**config.mk**
```make
export PLATFORM = sky130hd
export DESIGN_NAME = pipe_datapath
export DESIGN_NICKNAME = d
export VERILOG_FILES = /design/src/rtl/pipe_datapath.sv
export SDC_FILE = /design/constraint.sdc
export NUM_CORES = 2
export LEC_CHECK = 0
export CAP_MARGIN = 20
export CORE_ASPECT_RATIO = 0.8
export CORE_MARGIN = 8
export CORE_UTILIZATION = 43
export CTS_CLUSTER_DIAMETER = 50
export DETAILED_ROUTE_END_ITERATION = 6
export DONT_BUFFER_PORTS = 1
export GPL_ROUTABILITY_DRIVEN = 1
export PLACE_DENSITY = 0.61
export REMOVE_ABC_BUFFERS = 1
export SLEW_MARGIN = 20
export SYNTH_ARGS = -nofsm -noshare
export SYNTH_HDL_FRONTEND = slang
export SYNTH_SLANG_ARGS = --single-unit
```
**constraint.sdc**
```tcl
create_clock -name clk -period 7.5 [get_ports clk]
set_input_delay 1.125 -clock clk [delete_from_list [all_inputs] [get_ports clk]]
set_output_delay 1.125 -clock clk [all_outputs]
set_load 0.03 [all_outputs]
```
**src/rtl/pipe_datapath.sv**
```systemverilog
// pipe_datapath: two-stage (EX, MW) integer datapath with a register file and a
// handshaked data-memory port. Define FORWARD_EN to forward operands at accept instead of stalling.
module pipe_datapath #(
  parameter int A_WIDTH = 5,
  parameter int D_WIDTH = 32
) (
  input  logic               clk,
  input  logic               rst_n,
  input  logic               in_valid,
  output logic               in_ready,
  input  logic               regWrite,
  input  logic               memWrite,
  input  logic               memRead,
  input  logic               ALUsrc,
  input  logic [2:0]         ALUctrl,
  input  logic [A_WIDTH-1:0] rs1,
  input  logic [A_WIDTH-1:0] rs2,
  input  logic [A_WIDTH-1:0] rd,
  input  logic [D_WIDTH-1:0] ImmOp,
  output logic               mem_req,
  output logic               mem_we,
  output logic [D_WIDTH-1:0] mem_addr,
  output logic [D_WIDTH-1:0] mem_wdata,
  input  logic [D_WIDTH-1:0] mem_rdata,
  input  logic               mem_ack,
  output logic               eq,
  output logic [D_WIDTH-1:0] result,
  output logic               result_valid,
  output logic [D_WIDTH-1:0] a0
);

  localparam int NREGS = 1 << A_WIDTH;
  localparam logic [D_WIDTH-1:0] D_ZERO = {D_WIDTH{1'b0}};
  localparam logic [A_WIDTH-1:0] A_ZERO = {A_WIDTH{1'b0}};

  typedef enum logic [0:0] {MW_IDLE = 1'b0, MW_WAIT = 1'b1} mw_state_t;

  function automatic logic [D_WIDTH-1:0] alu_f(input logic [2:0] op,
                                               input logic [D_WIDTH-1:0] a,
                                               input logic [D_WIDTH-1:0] b);
    logic [D_WIDTH-1:0] r;
    r = D_ZERO;
    case (op)
      3'b000:  r = a + b;
      3'b001:  r = a - b;
      3'b010:  r = a & b;
      3'b011:  r = a | b;
      3'b100:  r = a ^ b;
      3'b101:  r = {{(D_WIDTH-1){1'b0}}, ($signed(a) < $signed(b))};
      3'b110:  r = a << b[4:0];
      3'b111:  r = a >> b[4:0];
      default: r = a + b;
    endcase
    return r;
  endfunction

  logic [D_WIDTH-1:0] rf_r [NREGS];

  logic               ex_valid_r, ex_regwrite_r, ex_memwrite_r, ex_memread_r;
  logic [2:0]         ex_aluctrl_r;
  logic [A_WIDTH-1:0] ex_rd_r;
  logic [D_WIDTH-1:0] ex_a_r, ex_b_r, ex_sd_r;

  logic               mw_valid_r, mw_regwrite_r, mw_memwrite_r, mw_memread_r;
  logic [A_WIDTH-1:0] mw_rd_r;
  logic [D_WIDTH-1:0] mw_alu_r, mw_sd_r;
  mw_state_t          mw_state_r, mw_state_next_s;
  logic               ready_en_r;

  logic               mw_wait_s, mw_retire_s, wb_en_s, ex_adv_s, enter_mem_s, accept_s;
  logic               rs2_used_s, ex_hit_s, mw_hit_s, hazard_s;
  logic [D_WIDTH-1:0] ex_alu_s, wb_value_s, src_a_s, src_b_s, op_b_s;

  assign ex_alu_s    = alu_f(ex_aluctrl_r, ex_a_r, ex_b_r);
  assign mw_wait_s   = (mw_state_r == MW_WAIT);
  assign mw_retire_s = mw_valid_r & (~mw_wait_s | mem_ack);
  assign wb_value_s  = mw_memread_r ? mem_rdata : mw_alu_r;
  assign wb_en_s     = mw_retire_s & mw_regwrite_r & (mw_rd_r != A_ZERO);
  assign ex_adv_s    = ex_valid_r & (~mw_valid_r | mw_retire_s);
  assign enter_mem_s = ex_adv_s & (ex_memread_r | ex_memwrite_r);
  assign accept_s    = in_valid & in_ready;

  // Source operands: EX result (forwarding builds only), then retiring write, then register file.
  always_comb begin
    if (rs1 == A_ZERO) src_a_s = D_ZERO;
`ifdef FORWARD_EN
    else if (ex_valid_r && ex_regwrite_r && !ex_memread_r && ex_rd_r == rs1) src_a_s = ex_alu_s;
`endif
    else if (wb_en_s && mw_rd_r == rs1) src_a_s = wb_value_s;
    else src_a_s = rf_r[rs1];

    if (rs2 == A_ZERO) src_b_s = D_ZERO;
`ifdef FORWARD_EN
    else if (ex_valid_r && ex_regwrite_r && !ex_memread_r && ex_rd_r == rs2) src_b_s = ex_alu_s;
`endif
    else if (wb_en_s && mw_rd_r == rs2) src_b_s = wb_value_s;
    else src_b_s = rf_r[rs2];

    op_b_s = ALUsrc ? ImmOp : src_b_s;
  end

  // Operand hazards against the incoming instruction.
  always_comb begin
    rs2_used_s = ~ALUsrc | memWrite;
    ex_hit_s = (ex_rd_r != A_ZERO) & ((ex_rd_r == rs1) | (rs2_used_s & (ex_rd_r == rs2)));
    mw_hit_s = (mw_rd_r != A_ZERO) & ((mw_rd_r == rs1) | (rs2_used_s & (mw_rd_r == rs2)));
`ifdef FORWARD_EN
    // A pending memory op in MW that writes a register has no value to forward yet.
    hazard_s = (ex_valid_r & ex_memread_r & ex_hit_s) |
               (mw_valid_r & mw_wait_s & ~mem_ack & (mw_memread_r | mw_regwrite_r) & mw_hit_s);
`else
    hazard_s = (ex_valid_r & (ex_regwrite_r | ex_memread_r) & ex_hit_s) |
               (mw_valid_r & (mw_regwrite_r | mw_memread_r) & mw_hit_s);
`endif
  end

  assign in_ready = ready_en_r & ~(ex_valid_r & ~ex_adv_s) & ~hazard_s;

  // MW state transition.
  always_comb begin
    mw_state_next_s = mw_state_r;
    case (mw_state_r)
      MW_IDLE: begin
        if (enter_mem_s) mw_state_next_s = MW_WAIT;
        else             mw_state_next_s = MW_IDLE;
      end
      MW_WAIT: begin
        if (enter_mem_s)  mw_state_next_s = MW_WAIT;
        else if (mem_ack) mw_state_next_s = MW_IDLE;
        else              mw_state_next_s = MW_WAIT;
      end
      default: mw_state_next_s = MW_IDLE;
    endcase
  end

  // MW state register and accept enable after reset.
  always_ff @(posedge clk or negedge rst_n) begin
    if (!rst_n) begin
      mw_state_r <= MW_IDLE;
      ready_en_r <= 1'b0;
    end else begin
      mw_state_r <= mw_state_next_s;
      ready_en_r <= 1'b1;
    end
  end

  // EX stage latch.
  always_ff @(posedge clk or negedge rst_n) begin
    if (!rst_n) begin
      ex_valid_r    <= 1'b0;
      ex_regwrite_r <= 1'b0;
      ex_memwrite_r <= 1'b0;
      ex_memread_r  <= 1'b0;
      ex_aluctrl_r  <= 3'b000;
      ex_rd_r       <= A_ZERO;
      ex_a_r        <= D_ZERO;
      ex_b_r        <= D_ZERO;
      ex_sd_r       <= D_ZERO;
    end else if (accept_s) begin
      ex_valid_r    <= 1'b1;
      ex_regwrite_r <= regWrite;
      ex_memwrite_r <= memWrite;
      ex_memread_r  <= memRead;
      ex_aluctrl_r  <= ALUctrl;
      ex_rd_r       <= rd;
      ex_a_r        <= src_a_s;
      ex_b_r        <= op_b_s;
      ex_sd_r       <= src_b_s;
    end else if (ex_adv_s) begin
      ex_valid_r    <= 1'b0;
    end
  end

  // MW stage latch; contents only change on advance or retire so a memory stall holds them.
  always_ff @(posedge clk or negedge rst_n) begin
    if (!rst_n) begin
      mw_valid_r    <= 1'b0;
      mw_regwrite_r <= 1'b0;
      mw_memwrite_r <= 1'b0;
      mw_memread_r  <= 1'b0;
      mw_rd_r       <= A_ZERO;
      mw_alu_r      <= D_ZERO;
      mw_sd_r       <= D_ZERO;
    end else if (ex_adv_s) begin
      mw_valid_r    <= 1'b1;
      mw_regwrite_r <= ex_regwrite_r;
      mw_memwrite_r <= ex_memwrite_r;
      mw_memread_r  <= ex_memread_r;
      mw_rd_r       <= ex_rd_r;
      mw_alu_r      <= ex_alu_s;
      mw_sd_r       <= ex_sd_r;
    end else if (mw_retire_s) begin
      mw_valid_r    <= 1'b0;
    end
  end

  // Register file writeback; entry 0 is never written.
  always_ff @(posedge clk or negedge rst_n) begin
    if (!rst_n) begin
      rf_r <= '{default: D_ZERO};
    end else if (wb_en_s) begin
      rf_r[mw_rd_r] <= wb_value_s;
    end
  end

  assign mem_req      = mw_valid_r & mw_wait_s;
  assign mem_we       = mem_req & mw_memwrite_r;
  assign mem_addr     = mem_req ? mw_alu_r : D_ZERO;
  assign mem_wdata    = mem_req ? mw_sd_r : D_ZERO;
  assign result_valid = mw_retire_s;
  assign result       = mw_retire_s ? wb_value_s : D_ZERO;
  assign eq           = ex_valid_r & (ex_a_r == ex_b_r);
  assign a0           = rf_r[A_WIDTH'(10)];

endmodule

```
; ---- Word-level counts from Yosys, hierarchy flattened
; Index checks and enable logic that the tools add are counted.
[totals]
reg_bits = 1207
latch_bits = 0
ram_bits = 0
mem_bits_ro = 0
in_bits = 90
output_inout_bits = 133
wordCells = 149
memories = 0
[op_classes]
add_sub_neg = 2
mul = 0
div = 0
order_cmp = 5
eq_ne = 12
shifts = 2
n_mux = 27
n_bitwise = 41
reduce_logical = 10
[op_table]
columns = op, n
row1 = $bwmux 1024, 1
row2 = $mux 32, 14
row3 = $bmux 32 s5, 2
row4 = $pmux 32 s8, 1
row5 = $demux 32 s5, 1
row6 = $add 32x32->32, 1
row7 = $and 32x32->32, 1
row8 = $eq 32x32->1, 1
row9 = $lt 32x32->1, 1
row10 = $or 32x32->32, 1
row11 = $shl 32x5->32, 1
row12 = $shr 32x5->32, 1
row13 = $sub 32x32->32, 1
row14 = $xor 32x32->32, 1
row15 = $and 1x1->1, 20
row16 = $eq 5x5->1, 4
row17 = $ge 6x6->1 const B, 3
row18 = $not 5->6, 3
row19 = $eq 3x3->1 const B, 4
row20 = $logic_not 5->1, 2
row21 = $reduce_bool 5->1, 2
row22 = $or 1x1->1, 9
row23 = $mux 1, 7
row24 = $eq 3x2->1 const B, 2
row25 = 7 further kinds, 15

; ---- Depth between registers and ports, before layout
[logic_depth]
word_depth = 12
ltp_mapped = 15
ltp_nobuf = 13

; ---- Least setup slack after synthesis
; No wires, ideal clock.
[synth_timing]
path_type = register -> output
startpoint = register ex_b_r[3]
endpoint = output port eq
t_arrival_ps = 3079
required_time_ps = 6375
path_slack_ps = 3296
path_stages_with_launch = 10
path_buffers = 3
path_cell_list = dfrtp_1 -> clkbuf_1 -> inv_1 -> buf_1 -> clkbuf_1 -> ha_1 -> nor2_1 -> and4_1 -> nand3_1 -> nor4bb_1
[synth_between]
elab_chain_len = 2
[synth_rtl]
columns = item, line
row1 = "start, declared", 62  ; logic [D_WIDTH-1:0] ex_a_r, ex_b_r, ex_sd_r;
row2 = "start signal, assigned", 167  ; ex_b_r <= op_b_s;
row3 = $eq 32x32->1, 212  ; assign eq = ex_valid_r & (ex_a_r == ex_b_r);
row4 = $and 1x1->1, 212
row5 = "end, declared", 26  ; output logic eq,
; No other way between the ends.

; ---- Final worst setup path
[layout_timing]
startpoint = register ex_b_r[25]
endpoint = output port eq
; Same word-level chain as after synthesis.

==> flow_metrics.env <==
export IMPL_run_status="finished, violations left"
export IMPL_violations="design-rule violations"
export IMPL_hold_violations=0
export IMPL_drt_iter0_drc=6583
export IMPL_initial_core_util_pct=43.4
export IMPL_dominantRegCellSynth="dfrtp_1"
export IMPL_synth_top_area_share_pct=43.6
export IMPL_grtUsageTotal_pct=29.4
export IMPL_yosysUniqueCellTypes=83
export IMPL_finalSetupTns_ns=0
export IMPL_core_area_mm2=0.160
export IMPL_p_sw_share_pct=37.7
export IMPL_ant_nets=0
export IMPL_synth_top_area_cell="dfrtp_1"
export IMPL_grt_ovfl_total=0
export IMPL_final_cell_area_mm2=0.0759
export IMPL_place_congestion=0.988
export IMPL_place_hpwl_um=165000
export IMPL_grt_max_degree=322
export IMPL_ctsHoldBuffers=0
export IMPL_post_dp_cell_area_mm2=0.0708
export IMPL_first_global_vias=53600
export IMPL_syn_area_mm2=0.0693
export IMPL_clockBufferDepth=3
export IMPL_viasPerCell=6.43
export IMPL_slowest_delay_ns=0.96
export IMPL_fp_dieArea_mm2=0.174
export IMPL_cts_root_buffer="clkbuf_16"
export IMPL_worstReg2RegStart="ex_b_r[2]"
export IMPL_rsz0062_at_grt="no"
export IMPL_max_cap_violations=0
export IMPL_vias=55500
export IMPL_ys_warn_count=0
export IMPL_final_nets=6577
export IMPL_finClkSkew_ns=0.0511
export IMPL_power_frac_clock_pct=28.3
export IMPL_worstPathRequired_ns=6.38
export IMPL_antenna_found_initial=20
export IMPL_grt_pass1_wl_um=384000
export IMPL_clk_pin_slew_ns=0.06
export IMPL_finalCritPeriodShare_pct=70.1
export IMPL_r2r_end="mw_alu_r[13]"
export IMPL_die_h_um=375
export IMPL_cellInternalPower_mw=16.1
export IMPL_post_cts_setup_buffer_count=0
export IMPL_area_growth_pct=9.52
export IMPL_cts_tree="done"
export IMPL_fin_crit_ns=5.26
export IMPL_synth_edf_count=0
export IMPL_layout_drive_gt1_share_pct=16.3
export IMPL_power_per_cell_area_mw_per_mm2=341
export IMPL_hp_class="input pin to async pin"
export IMPL_synthCells=6816
export IMPL_p_switching_mw=9.76
export IMPL_num_io_pins=223
export IMPL_drv_slew=0
export IMPL_routedWlPerCell_um=30.4
export IMPL_arrival_ns=4.13
export IMPL_fp_row_count=131
export IMPL_r2r_setup_slack_ns=2.87
export IMPL_numCtsBuffers=142
export IMPL_seqPwrFrac_pct=39.4
export IMPL_worst_pin_slew_ns=1.24
export IMPL_cts_sinks=1207
export IMPL_crit_slowest_cell="nor4bb_4"
export IMPL_cts_resized=0
export IMPL_insertion_delay_ns=0.81
export IMPL_avgSynthCellArea_um2=10.2
export IMPL_worst_setup_path_end_kind="output port"
export IMPL_p_comb_share_pct=32.3
export IMPL_path_max_fanout=12
export IMPL_max_slew_margin_pct=16.5
export IMPL_critPathKind="register to output port"
export IMPL_hold_ws_ns=0.251
export IMPL_r2r_cells=13
export IMPL_vdd_drop_max_mv=0.270
export IMPL_ys_ff_latch=1207
export IMPL_ys_async_sr_fraction_pct=100
export IMPL_path_cells="inv_1 > ha_1 > or4_1 > or3_1 > nor4bb_4"
export IMPL_firstDrtPassIters=7
export IMPL_remaining_drc_errors=1
export IMPL_wirelength_um=262000
export IMPL_critPathLaunchType="register"
export IMPL_finalSetupViolCount=0
export IMPL_leakage_nw=32.8
export IMPL_dieWidth_um=465
export IMPL_htreeDepth=4
export IMPL_fmax_ghz=0.190
export IMPL_ys_seq_area_share_pct=43.6
export IMPL_synthTopCellsByArea="dfrtp_1 44%, mux4_2 18%, a21oi_1 7.5%"
export IMPL_portBuffers=0
-- synthesized netlist by cell type, drive strengths merged (19+ instances only) --
cell	count
nor3	28
a21o	27
a31oi	20
nor2b	31
nand2	545
nand3	34
clkbuf	516
o21ai	380
a21oi	1044
nand2b	19
o211ai	28
and3	73
xnor2	29
mux4	549
nor2	1146
buf	194
mux2	32
ha	97
mux2i	299
dfrtp	1207
a211oi	61
a221oi	101
inv	107
-- cell families (layout without fill, tap and decap cells) --
| logic type | Yosys count | count (layout) | synth area share (%) |
|---|---|---|---|
| flops | 1207 | 1207 | 43.6 |
| simple gates | 1949 | 1949 | 11.5 |
| fa+ha+maj | 99 | 99 | 1.81 |
| other cells | 1 | 7 | 0.00541 |
| buf+inv | 820 | 507 | 4.97 |
| mux | 880 | 880 | 22.7 |
| compound gates | 1820 | 1820 | 14.9 |
| xor+xnor | 40 | 40 | 0.506 |
-- flip-flops by register name (all words and copies together) (netlist names) --
| signal | flops |
|---|---|
| rf_r | 992 |
| a0 | 32 |
| ex_a_r | 32 |
| ex_b_r | 32 |
| ex_sd_r | 32 |
| mw_alu_r | 32 |
| mw_sd_r | 32 |
| ex_rd_r | 5 |
| mw_rd_r | 5 |
| ex_aluctrl_r | 3 |
| ex_memread_r | 1 |
| ex_memwrite_r | 1 |
| ex_regwrite_r | 1 |
| ex_valid_r | 1 |
| mw_memread_r | 1 |
| mw_memwrite_r | 1 |
| mw_regwrite_r | 1 |
| mw_state_r | 1 |
| mw_valid_r | 1 |
| ready_en_r | 1 |
-- power groups by stage --
stage               Combinational, mW  Clock (mW)  Sequential (mW)
floorplan                        5.56           0             9.52
global placement                 7.98           0             10.1
detailed placement               8.14           0             10.2
CTS                              8.16        7.42             10.2
global route                     8.98        7.68             10.4
finish                           8.36        7.34             10.2
-- layout by cell type, fill, tap and decap left out, types with 23 or more instances in the layout --
| master | n |
|---|---|
| dfrtp_1 | 1201 |
| nor2_1 | 1119 |
| a21oi_1 | 1044 |
| mux4_2 | 549 |
| nand2_1 | 542 |
| o21ai_0 | 355 |
| mux2i_1 | 267 |
| clkbuf_16 | 145 |
| buf_4 | 123 |
| inv_1 | 102 |
| a221oi_1 | 100 |
| ha_1 | 97 |
| and3_1 | 73 |
| a211oi_1 | 61 |
| nand3_1 | 34 |
| mux2i_4 | 32 |
| mux2_2 | 32 |
| nor2b_1 | 30 |
| xnor2_1 | 29 |
| o211ai_1 | 28 |
| nor2_4 | 27 |
| a21o_1 | 27 |
| clkbuf_8 | 27 |
| nor3_1 | 24 |
| clkbuf_1 | 24 |
| o21ai_1 | 23 |
-- worst max path at each step --
stage	start	endpoint	slack [ns]	cells after the start
final	ex_b_r[25]	eq	2.24	5
after global routing	ex_b_r[3]	eq	2.14	6
after CTS	ex_b_r[25]	eq	2.17	5
after detailed placement	rs2[4]	ex_a_r[0]	2.69	8
after global placement	rs2[4]	ex_a_r[27]	2.70	8
after floorplan	rs2[3]	ex_a_r[0]	1.63	8
-- stage by stage --
step | utilization, % | setup WS, ns | power (mW) | std cells
2_1_floorplan | - | 1.63 | 15.1 | 6106
3_3_place_gp | 44.3 | 2.70 | 18.1 | 8366
3_5_place_dp | 44.3 | 2.69 | 18.4 | 8367
4_1_cts | 47.4 | 2.17 | 25.7 | 8626
5_1_grt | 47.5 | 2.14 | 27.1 | 8631
6_report | 47.5 | 2.24 | 25.9 | 8637
-- final cells by class --
cell class / count / area, um2
Antenna cell: 6 / 15.0
Clock buffer: 196 / 4090
Clock inverter: 63 / 870
Fill cell: 14700 / 83800
Inverter: 110 / 415
Multi-Input combinational cell: 4789 / 36300
Sequential cell: 1207 / 30200
Tap cell: 2128 / 2660
Timing Repair Buffer: 138 / 1260
-- critical path: cells and delay by family (launching register included) --
kind	cells	cell delay (ns)
fa+ha+maj	1	0.48
buf+inv	1	0.12
flops	1	0.61
simple gates	3	2.09
-- metal layers --
layer	track usage, %	vias to the layer above	share of wire, %
met5	0.220	-	0.083
met4	10.8	22	4.3
met3	7.99	570	11
met2	42.7	2878	43
met1	42.4	28300	42
li1	-	23700	-
(Power assumes the default switching activity.)
